### config.mk
export PLATFORM = sky130hd
export DESIGN_NAME = serial_adder_ctrl
export DESIGN_NICKNAME = d
export VERILOG_FILES = /design/src/rtl/serial_adder_ctrl.sv
export SDC_FILE = /design/constraint.sdc
export NUM_CORES = 1
export LEC_CHECK = 0
export CORE_UTILIZATION = 25
export DETAILED_ROUTE_END_ITERATION = 6
export GPL_TIMING_DRIVEN = 0
export PLACE_DENSITY = 0.48
export REMOVE_ABC_BUFFERS = 1
export SLEW_MARGIN = 20
export SYNTH_ARGS = -nofsm -noshare
export SYNTH_HDL_FRONTEND = slang
export SYNTH_SLANG_ARGS = --single-unit
### constraint.sdc
create_clock -name clk -period 1.4 [get_ports clk]
set_clock_uncertainty 0.2 [all_clocks]
set_input_delay 0.14 -clock clk [delete_from_list [all_inputs] [get_ports clk]]
set_output_delay 0.14 -clock clk [all_outputs]
set_load 0.01 [all_outputs]
### src/rtl/serial_adder_ctrl.sv
// Bit-serial adder: one 1-bit full adder is stepped LSB-first over WIDTH cycles,
// with the carry held in a flop between slices and a start/busy/done handshake.

module full_adder (
    input  logic a,
    input  logic b,
    input  logic cin,
    output logic sum,
    output logic cout
);
    assign sum  = a ^ b ^ cin;
    assign cout = (a & b) | (cin & (a ^ b));
endmodule

module serial_adder_ctrl #(
    parameter int WIDTH = 8
) (
    input  logic             clk,
    input  logic             rst,
    input  logic             start,
    input  logic [WIDTH-1:0] a,
    input  logic [WIDTH-1:0] b,
    input  logic             cin,
    output logic             busy,
    output logic             done,
    output logic [WIDTH-1:0] sum,
    output logic             cout
);
    localparam int CW = $clog2(WIDTH);

    typedef enum logic [1:0] {
        IDLE = 2'd0,
        RUN  = 2'd1,
        DONE = 2'd2
    } state_t;

    state_t           state_r;
    state_t           next_state_s;
    logic             accept_s;
    logic             last_s;
    logic [WIDTH-1:0] opa_r;
    logic [WIDTH-1:0] opb_r;
    logic             carry_r;
    logic [WIDTH-1:0] acc_r;
    logic [CW-1:0]    cnt_r;
    logic [WIDTH-1:0] sum_r;
    logic             cout_r;
    logic             busy_r;
    logic             done_r;
    logic             fa_sum_s;
    logic             fa_cout_s;
    logic [WIDTH-1:0] shifted_s;

    full_adder u_fa (
        .a    (opa_r[0]),
        .b    (opb_r[0]),
        .cin  (carry_r),
        .sum  (fa_sum_s),
        .cout (fa_cout_s)
    );

    // The new sum bit enters at the MSB so that after WIDTH slices bit 0 sits at the LSB.
    assign shifted_s = {fa_sum_s, acc_r[WIDTH-1:1]};
    assign last_s    = (cnt_r == CW'(WIDTH - 1));

    // Next-state decode; DONE accepts a new start exactly like IDLE.
    always_comb begin
        next_state_s = state_r;
        accept_s     = 1'b0;
        case (state_r)
            IDLE, DONE: begin
                if (start) begin
                    next_state_s = RUN;
                    accept_s     = 1'b1;
                end else begin
                    next_state_s = IDLE;
                end
            end
            RUN: begin
                if (last_s) begin
                    next_state_s = DONE;
                end else begin
                    next_state_s = RUN;
                end
            end
            default: begin
                next_state_s = IDLE;
            end
        endcase
    end

    // State register with busy/done registered from the next state.
    always_ff @(posedge clk) begin
        if (rst) begin
            state_r <= IDLE;
            busy_r  <= 1'b0;
            done_r  <= 1'b0;
        end else begin
            state_r <= next_state_s;
            busy_r  <= (next_state_s == RUN);
            done_r  <= (next_state_s == DONE);
        end
    end

    // Operand capture, per-slice shifting, and result load on the final slice.
    always_ff @(posedge clk) begin
        if (rst) begin
            opa_r   <= {WIDTH{1'b0}};
            opb_r   <= {WIDTH{1'b0}};
            carry_r <= 1'b0;
            acc_r   <= {WIDTH{1'b0}};
            cnt_r   <= {CW{1'b0}};
            sum_r   <= {WIDTH{1'b0}};
            cout_r  <= 1'b0;
        end else if (accept_s) begin
            opa_r   <= a;
            opb_r   <= b;
            carry_r <= cin;
            acc_r   <= {WIDTH{1'b0}};
            cnt_r   <= {CW{1'b0}};
        end else if (state_r == RUN) begin
            opa_r   <= {1'b0, opa_r[WIDTH-1:1]};
            opb_r   <= {1'b0, opb_r[WIDTH-1:1]};
            carry_r <= fa_cout_s;
            acc_r   <= shifted_s;
            cnt_r   <= cnt_r + CW'(1);
            if (last_s) begin
                sum_r  <= shifted_s;
                cout_r <= fa_cout_s;
            end else begin
                sum_r  <= sum_r;
                cout_r <= cout_r;
            end
        end else begin
            opa_r   <= opa_r;
            opb_r   <= opb_r;
            carry_r <= carry_r;
            acc_r   <= acc_r;
            cnt_r   <= cnt_r;
        end
    end

    assign busy = busy_r;
    assign done = done_r;
    assign sum  = sum_r;
    assign cout = cout_r;

endmodule

After elaboration in Yosys (flattened, before gate mapping)
Cells that the tools add are included.
{"block": "totals", "latchBits": 0, "inputBits": 20, "out_inout_bits": 11, "n_memories": 0, "word_cells": 38, "regBits": 41, "romBits": 0, "mem_bits_rw": 0}
{"block": "classes", "order_cmp": 0, "div_mod_pow": 0, "shifts": 0, "n_bitwise": 6, "eq_ne": 5, "n_reduce_logical": 5, "muxes": 11, "addsub": 1, "n_mul": 0}
{"operator": "$mux W8", "count": 4}
{"operator": "$mux W1", "count": 5}
{"operator": "$eq A2 B1 Y1 const B", "count": 2}
{"operator": "$eq A2 B2 Y1 const B", "count": 2}
{"operator": "$pmux W2 S2", "count": 1}
{"operator": "$reduce_or A2 Y1", "count": 2}
{"operator": "$add A3 B1 Y3 const B", "count": 1}
{"operator": "$eq A3 B3 Y1 const B", "count": 1}
{"operator": "$reduce_and A3 Y1", "count": 1}
{"operator": "$and A1 B1 Y1", "count": 2}
{"operator": "$logic_not A2 Y1", "count": 1}
{"operator": "$mux W2", "count": 1}
{"operator": "$reduce_bool A2 Y1", "count": 1}
{"operator": "$xor A1 B1 Y1", "count": 2}
{"operator": "$not A1 Y1", "count": 1}
{"operator": "$or A1 B1 Y1", "count": 1}

Logic depth before layout (Yosys ltp)
Gate-level depths: netlist of run 1.
{"block": "logic_depth", "ltp_word": 5, "ltp_mapped": 6, "mapped_depth_nobuf": 5}

Cells and area by module
Synthesis of run 1 repeated with hierarchy kept, for this count alone.
{"block": "unflattened", "cells_unflattened": 180, "area_unflattened_um2": 1587.8}
{"mod": "serial_adder_ctrl", "area_per_inst_um2": 1567.8, "cells_each": 179, "n_inst": 1, "seq_area_each_um2": 800.8}
{"mod": "full_adder", "area_per_inst_um2": 20.0, "cells_each": 1, "n_inst": 1, "seq_area_each_um2": 0.0}

Least setup slack after synthesis of run 1
OpenSTA, ideal clock, no wires.
{"block": "synth_path", "path_type": "reg2reg", "startpoint": "register cnt_r[0]", "endpoint": "register sum_r[1] (netlist: sum[1])", "required_time_ns": 1.128, "period_less_slack_ns": 1.498, "path_stages_with_launch": 7, "setup_time_ns": 0.072, "arrival_ns": 1.226, "n_path_buf": 1, "setup_slack_ns": -0.098, "cell_sequence": "dfxtp_1 -> ha_1 -> ha_1 -> nand3b_1 -> clkbuf_1 -> nand2_1 -> a21oi_1"}
{"block": "synth_via", "elab_chain_len": 2}
{"element": "start, declared", "line_no": "45", "rtl": "logic [CW-1:0] cnt_r;"}
{"element": "start signal, assigned", "line_no": "112", "rtl": "cnt_r <= {CW{1'b0}};"}
{"element": "start signal, assigned", "line_no": "120", "rtl": "cnt_r <= {CW{1'b0}};"}
{"element": "start signal, assigned", "line_no": "126", "rtl": "cnt_r <= cnt_r + CW'(1);"}
{"element": "$eq A3 B3 Y1", "line_no": "64", "rtl": "assign last_s = (cnt_r == CW'(WIDTH - 1));"}
{"element": "$reduce_and A3 Y1 (no line)"}
{"element": "end signal, assigned", "line_no": "113", "rtl": "sum_r <= {WIDTH{1'b0}};"}
{"element": "end signal, assigned", "line_no": "128", "rtl": "sum_r <= shifted_s;"}
{"element": "end signal, assigned", "line_no": "131", "rtl": "sum_r <= sum_r;"}
{"element": "end, declared", "line_no": "46", "rtl": "logic [WIDTH-1:0] sum_r;"}
Every way passes these cells.
A chain may end at the register's enable or synchronous reset.

Final worst setup path of run 1
{"block": "layout_path", "startpoint": "register state_r[0]", "endpoint": "register opb_r[0]"}
{"block": "layout_via", "elab_chain_len": 4, "elab_cells_between_ends": 7, "classes_between": "eq/ne (2); mux (2); reduce/logical (3)"}
{"element": "start, declared", "line_no": "37", "rtl": "state_t state_r;"}
{"element": "start signal, assigned", "line_no": "99", "rtl": "state_r <= next_state_s;"}
{"element": "$eq A2 B2 Y1 or $logic_not A2 Y1 (tied branches)", "line_no": "70", "rtl": "case (state_r)"}
{"element": "$reduce_or A2 Y1", "line_no": "70"}
{"element": "$mux W1", "line_no": "70"}
{"element": "$mux W8 or $reduce_bool A2 Y1 (tied branches)"}
{"element": "end signal, assigned", "line_no": "109", "rtl": "opb_r <= {WIDTH{1'b0}};"}
{"element": "end signal, assigned", "line_no": "123", "rtl": "opb_r <= {1'b0, opb_r[WIDTH-1:1]};"}
{"element": "end signal, assigned", "line_no": "136", "rtl": "opb_r <= opb_r;"}
{"element": "end, declared", "line_no": "42", "rtl": "logic [WIDTH-1:0] opb_r;"}
Several ways; a longest one is shown, not always the timed one.

==> flow_summary.ini, run 1 <==
[run_status]
status = finished, violations left
violations = setup timing

[synthesis]
async_flop_share_pct = 0
synthTopCellsByArea = dfxtp_1, nand2_1, a311oi_2, a21oi_1, nor2_1
synth_edf_count = 0
synth_seq_cells = 40
syn_inst = 188
yosysSeqAreaShare_pct = 48.7
synth_cell_type_count = 25
synth_top_area_share_pct = 48.7
synth_area_per_cell_um2 = 8.75
yosysTopAreaCell = dfxtp_1
synthFlopType = dfxtp_1
syn_area_um2 = 1650
yosysWarnings = 0

[global_route]
track_usage_pct = 11.9
antenna_found_initial = 0
grt_max_degree = 32
grt_pass1_vias = 1351
overflow = 0
grt_pass1_wl_mm = 6.56

[finish]
synthToLayoutAreaGrowth_pct = 38.2
multiInputGateArea_um2 = 875
antenna_cells = 0
fillers = 669
layout.nets = 247
drive_above_1_share_pct = 28.1
utilization_pct = 35.8
seq_area_um2 = 810

[critical_path]
cp-start-kind = flop
reg2reg_from = state_r[0]
crit_fanout = 8
worstSetupPathType = reg2reg
arrival_ns = 1.43
rrSetupSlack_ns = -0.04
r2r-end = opb_r[0]
cp-startpoint = state_r[0]
critical_path.endpoint_type = flop
rr_worst_depth = 4
crit_path_end = opb_r[0]
required_ns = 1.39

[clock_network]
cts_tree = built
hold_buffers = 0
clk_pin_slew_ns = 0.07
clock_latency_ns = 0.28
clock_sinks = 40
root_buffer = clkbuf_8
cts_made_buffers = 5
htree_levels = 2
clockBufferDepth = 2

[drt]
vias = 1409
ant_nets = 0
routed_via_density = 4.68
drt-pass1-iter-count = 4
drt-total-wl_mm = 4.09
drt_iter0_drc = 51
route.detailed.drc = 0
wire_per_inst_um = 13.6

[timing]
relSlewSlack_pct = 55.1
final_max_slew_viol_count = 0
fmax_ghz = 0.695
finalHoldViolations = 0
layout_setup_ws_ns = -0.0391
holdWs_ns = 0.162
finalCriticalPeriod_ns = 1.44
worst_pin_slew_ns = 0.674
rsz0062_at_grt = yes
period_share_pct = 103
setup_viol = 10

[die]
placementRows = 29
initial_core_util_pct = 25.9
die_y_um = 83.1
dieArea_um2 = 6910
core_area_um2 = 6350
io_pins = 31
die_x_um = 83.1

[placement]
hpwl_mm = 2.11
dp_slack_ns = -0.572
port_buffers = 30
gp_congestion = 0.647

[power_and_ir_drop]
power.total_mw = 2.29
power_leakage_nw = 0.841
power.density_nw_per_um2 = 1010
ir_drop_uv = 435

[min_path]
hold_depth = 2
worstHoldPathType = in2reg

[flow_run]
max-cap-violations = 0
-- sequential cells by signal (all words and copies together), names as in the netlist --
name,cells
carry_r,1
busy,1
cnt_r,3
done,1
opb_r,8
state_r,2
opa_r,8
cout,1
sum,8
acc_r,7
-- layer usage --
layer	track usage, %	share of wire, %	vias up
li1	-	-	713
met1	15.3	49	650
met2	19.2	45	39
met3	2.88	4.1	7
met4	4.23	2.0	0
met5	0	0	-
-- how the worst min path moves through the flow --
stage	startpoint	end	slack [ns]
floorplan	rst	carry_r	0.008
global placement	sum[1]	sum[1]	0.24
detailed placement	sum[4]	sum[4]	0.25
CTS	rst	done	0.16
global route	rst	state_r[0]	0.21
finish	rst	done	0.16
-- placed cells by master (no fill, tap or decap), types with 2 or more instances in the layout --
cell and instances:
nand2_1 35, dfxtp_1 35, nor2_1 18, nand2_2 17
clkdlybuf4s50_1 17, a21oi_1 16, dlygate4sd2_1 11, nand3_1 9
a311oi_2 7, buf_4 7, a311oi_1 6, clkbuf_8 5
nor3_1 4, dfxtp_2 4, nand2b_4 3, a21oi_2 3
buf_6 3, mux2i_1 2, nand2b_2 2, ha_4 2
-- worst max-delay path: stages, from the launching register on --
cell	delay, ns
dfxtp_4	0.42
and2b_4	0.23
clkbuf_16	0.17
nand2_1	0.06
a311oi_1	0.26
-- final cells by class --
cell class	instances	area share, %
flip-flops and latches	40	35.6
repair buffers	42	18.3
well taps	77	4.24
multi-input cells	135	38.5
clock inverters	1	0.220
clock buffers	6	3.19
-- stage by stage --
step / instance area (um^2) / setup TNS (ns) / cells
2_1_floorplan: 1540 / -12.17 / 172
3_3_place_gp: 1940 / -32.82 / 279
3_5_place_dp: 1940 / -17.61 / 279
4_1_cts: 2160 / -0.118 / 296
5_1_grt: 2270 / -1.17 / 301
6_report: 2270 / -0.134 / 301
-- where the power goes --
part	leakage [nW]	switching, mW	internal (mW)
Sequential	0.329	0.0406	1.19
Combinational	0.471	0.178	0.166
Clock	0.0410	0.377	0.339
-- cells in the mapped netlist (all sizes together), types with 2 or more instances --
master	number
nor3	4
ha	2
nand2	53
a21oi	19
nand2b	3
dfxtp	40
clkbuf	6
mux2i	2
buf	10
nor2	18
nand3	10
a311oi	13
-- cells by family after synthesis --
logic type	after synthesis	share of synthesized area, %
and+or+nand+nor	91	23.8
DFF	40	48.7
AOI/OAI and AO/OA	35	16.7
buffers and inverters	16	6.39
adders and majority gates	3	2.74
muxes	2	1.22
xor gates and xnor gates	1	0.532
-- what timing repair did --
| action | CTS | global route |
|---|---|---|
| setup buffers | 7 | 3 |
| pin swaps | 3 | 29 |
| hold endpoints to repair | 0 | 0 |
| gates resized for setup | 32 | 20 |
| cloned | 3 | 2 |
| endpoints found under the setup margin | 51 | 26 |
Power figures use the tool's default switching activity.
==> run 2, diff against run 1 <==
CTS_CLUSTER_SIZE = 10   (was unset)
SETUP_SLACK_MARGIN = 0.05   (was unset)
==> flow_summary.ini, run 2 (synthesized netlist as in run 1, its figures left out) <==
[critical_path]
crit_fanout = 6
slowest_delay_ns = 0.36
slowest_stage = dfxtp_4
cp_cell_sequence = ha_4 -> ha_4 -> nand3b_1 -> buf_6 -> nand2_1 -> a21oi_1
worstSetupPathType = reg2reg
required_ns = 1.42
crit_family = flip-flops
crit_path_end = cout
critical_path.endpoint_type = flop
r2r-end = cout
critical_path_depth = 6
critPathBufInv = 1
cp-start-kind = flop
crit_path_frequent_cell = ha_4
reg2reg_from = cnt_r[1]
rr_worst_depth = 6
rrSetupSlack_ns = -0.05
cp-startpoint = cnt_r[1]
arrival_ns = 1.46

[clock_network]
cts_made_buffers = 5
htree_levels = 2
clk_pin_slew_ns = 0.07
cts_tree = built
clock_latency_ns = 0.29
clockBufferDepth = 2
clock_sinks = 40
root_buffer = clkbuf_8
hold_buffers = 0

[run_status]
violations = setup timing
status = finished, violations left

[drt]
routed_via_density = 4.71
drt-pass1-iter-count = 4
route.detailed.drc = 0
wire_per_inst_um = 14.4
drt_iter0_drc = 41
vias = 1478
ant_nets = 0
drt-total-wl_mm = 4.53

[power_and_ir_drop]
sequentialPowerShare_pct = 51.3
netSwitchingFraction_pct = 26.6
internal_power_mw = 1.76
power_switching_uw = 638
clockPowerShare_pct = 30.1
p_comb_share_pct = 18.7
power.total_mw = 2.40
ir_drop_uv = 441
power_leakage_nw = 0.950
power.density_nw_per_um2 = 970

[finish]
antenna_cells = 0
layout.nets = 260
multiInputGateArea_um2 = 956
final_common_cell = nand2_1
synthToLayoutAreaGrowth_pct = 50.3
utilization_pct = 38.9
fillers = 651
final_area_um2 = 2470
seq_area_um2 = 812
layout_common_cells = nand2_1, dfxtp_1, nor2_1, a21oi_1, clkdlybuf4s50_1
drive_above_1_share_pct = 32.1

[timing]
fmax_ghz = 0.691
rsz0062_at_grt = yes
finalHoldViolations = 0
period_share_pct = 103
relSlewSlack_pct = 55.3
worst_pin_slew_ns = 0.670
finalCriticalPeriod_ns = 1.45
layout_setup_ws_ns = -0.0470
setup_viol = 10
final_max_slew_viol_count = 0

[flow_run]
max-cap-violations = 0

[global_route]
grt_pass1_vias = 1504
grt_max_degree = 32
antenna_found_initial = 0
grt_pass1_wl_mm = 7.56
track_usage_pct = 13.8
overflow = 0

[die]
io_pins = 31
die_x_um = 83.1
dieArea_um2 = 6910
placementRows = 29
die_y_um = 83.1
initial_core_util_pct = 25.9
core_area_um2 = 6350

[placement]
placed_area_um2 = 1940
dp_slack_ns = -0.572
gp_congestion = 0.647
port_buffers = 30
hpwl_mm = 2.11

[min_path]
worstHoldPathType = in2reg
## run 2: cell types whose count changed in the layout (fill, tap and decap cells not counted), sizes merged
| cell | delta |
|---|---|
| buf | +9 |
| dlymetal6s2s | -1 |
| dlygate4sd2 | +1 |
| clkbuf | -1 |
| and2b | +2 |
| nand2b | +3 |
## run 2: metrics by stage
stage               instances  TNS [ns]  hold WS, ns
floorplan                 172    -12.17      0.00786
detailed placement        279    -17.61        0.247
CTS                       309    -0.189        0.159
global placement          279    -32.82        0.243
global route              314     -1.50        0.212
finish                    314    -0.315        0.163
## run 2: power groups by stage
| stage | Sequential, mW | Combinational [mW] | Clock (mW) |
|---|---|---|---|
| global placement | 1.25 | 0.272 | 0 |
| detailed placement | 1.25 | 0.272 | 0 |
| floorplan | 1.24 | 0.154 | 0 |
| finish | 1.23 | 0.448 | 0.721 |
| CTS | 1.23 | 0.424 | 0.746 |
| global route | 1.24 | 0.485 | 0.784 |
## run 2: how the worst min path moves through the flow
stage                   end  depth (start not counted)  startpoint  slack [ns]
finish                 done                          2         rst        0.16
global route         sum[2]                          2         rst        0.21
CTS                    done                          2         rst        0.16
detailed placement   sum[4]                          2      sum[4]        0.25
global placement     sum[1]                          2      sum[1]        0.24
floorplan           carry_r                          1         rst       0.008
## run 2: routing by layer
layer	track usage [%]	wire length, um
met2	22.4	2110
met3	2.68	204
met5	0	0
met4	5.17	65
met1	18.2	2150
## run 2: repair_timing
item,4_1_cts,5_1_grt
pin swaps,29,17
setup endpoints to repair,51,40
buffers inserted,15,3
gates cloned,8,2
hold endpoints to repair,0,0
gates resized for setup,55,13
## run 2: cell type report
cell class,count,area share (%)
clock inverter,1,0.202
sequential,40,32.8
timing repair buffer,50,21.5
clock buffer,6,2.94
tap,77,3.90
multi-input combinational,140,38.7
## run 2: worst register-to-register path, delay by kind of cell (launching register included)
kind | cells | cell delay (ns)
AO/OA/AOI/OAI | 1 | 0.12
adder cells (fa/ha/maj) | 2 | 0.33
buffers and inverters | 1 | 0.15
flip-flops | 1 | 0.36
AND/OR/NAND/NOR | 2 | 0.21
==> run 3, diff against run 2 <==
CORE_ASPECT_RATIO = 1.25   (was unset)
==> flow_summary.ini, run 3 (synthesized netlist as in run 1, its figures left out) <==
[timing]
period_share_pct = 102
final_max_slew_viol_count = 0
finalCriticalPeriod_ns = 1.43
layout_setup_ws_ns = -0.0295
rsz0062_at_grt = yes
finalHoldViolations = 0
fmax_ghz = 0.700
holdWs_ns = 0.160
setup_viol = 12
relSlewSlack_pct = 55.1
worst_pin_slew_ns = 0.674

[finish]
synthToLayoutAreaGrowth_pct = 48.6
drive_above_1_share_pct = 33.2
layout_common_cells = dfxtp_1, nand2_1
layout.nets = 254
final_common_cell = dfxtp_1
final_area_um2 = 2440
antenna_cells = 0

[power_and_ir_drop]
power_leakage_nw = 0.945
p_comb_share_pct = 17.2
netSwitchingFraction_pct = 26.8
power_switching_uw = 657
clockPowerShare_pct = 32.6
power.density_nw_per_um2 = 1000
internal_power_mw = 1.80
power.total_mw = 2.45
ir_drop_uv = 478
sequentialPowerShare_pct = 50.2

[drt]
drt_iter0_drc = 82
routed_via_density = 4.56
ant_nets = 0
wire_per_inst_um = 13.8
route.detailed.drc = 0
drt-total-wl_mm = 4.38
drt-pass1-iter-count = 4
vias = 1445

[die]
placementRows = 32
io_pins = 31
initial_core_util_pct = 26.3
die_y_um = 92.7
dieArea_um2 = 6910
die_x_um = 74.6
core_area_um2 = 6250

[placement]
port_buffers = 30
hpwl_mm = 2.01
placed_area_um2 = 1950
gp_congestion = 0.655
dp_slack_ns = -0.559

[min_path]
hold_depth = 2
hold_path.startpoint = rst
worstHoldPathType = in2reg

[clock_network]
root_buffer = clkbuf_8
clk_pin_slew_ns = 0.08
cts_tree = built
clockBufferDepth = 2
htree_levels = 2
clock_sinks = 40
cts_made_buffers = 5
clock_latency_ns = 0.29

[global_route]
track_usage_pct = 13.5
antenna_found_initial = 0
grt_pass1_wl_mm = 6.96
grt_max_degree = 32
overflow = 0
grt_pass1_vias = 1408

[critical_path]
worstSetupPathType = reg2reg
arrival_ns = 1.44
reg2reg_from = state_r[1]
rr_worst_depth = 5
cp-startpoint = state_r[1]
critical_path.endpoint_type = flop
cp-start-kind = flop
crit_fanout = 5
required_ns = 1.41

[flow_run]
max-cap-violations = 0

[run_status]
status = finished, violations left
violations = setup timing
run 3: final timing paths:
path                                 to  slack [ns]
worst min register to register   sum[3]        0.25
worst min-delay path               done        0.16
worst max register to register  carry_r       -0.03
worst max-delay path            carry_r       -0.03
run 3: area by class of cell:
cell class | count | area (um^2)
Clock buffer | 6 | 82.6
Clock inverter | 2 | 10.0
Fill cell | 662 | 3800
Multi-Input combinational cell | 138 | 955
Timing Repair Buffer | 46 | 483
Tap cell | 85 | 106
Sequential cell | 40 | 808
run 3: worst max-delay path: stages (launching register included):
cell,delay [ns]
dfxtp_2,0.32
and2b_4,0.27
buf_6,0.14
buf_16,0.13
nand2_4,0.04
a311oi_2,0.24
run 3: power groups by stage:
stage          clock network (mW)  logic (mW)  registers (mW)
6_report                    0.801       0.421            1.23
5_1_grt                     0.878       0.456            1.24
4_1_cts                     0.826       0.408            1.23
3_5_place_dp                    0       0.267            1.25
3_3_place_gp                    0       0.271            1.25
2_1_floorplan                   0       0.154            1.24
run 3: per-stage QoR:
step / cells / TNS, ns / util, %
6_report: 317 / -0.189 / 39.1
5_1_grt: 317 / -1.07 / 39.1
4_1_cts: 315 / -0.0794 / 38.3
3_5_place_dp: 287 / -17.93 / 31.1
3_3_place_gp: 287 / -31.46 / 31.2
2_1_floorplan: 172 / -12.17 / -
run 3: layer usage:
| layer | global-route usage, % | share of wire, % | vias to the layer above |
|---|---|---|---|
| met2 | 21.7 | 47 | 32 |
| met5 | 0 | 0 | - |
| met3 | 4.35 | 5.6 | 5 |
| li1 | - | - | 727 |
| met1 | 16.9 | 46 | 681 |
| met4 | 3.77 | 1.2 | 0 |
run 3: timing repair:
| action | 4_1_cts | 5_1_grt |
|---|---|---|
| pin swaps | 36 | 10 |
| hold buffers | 0 | 0 |
| setup endpoints to repair | 51 | 39 |
| resized for setup | 57 | 16 |
| setup buffers | 12 | 1 |
| gates cloned | 8 | 2 |
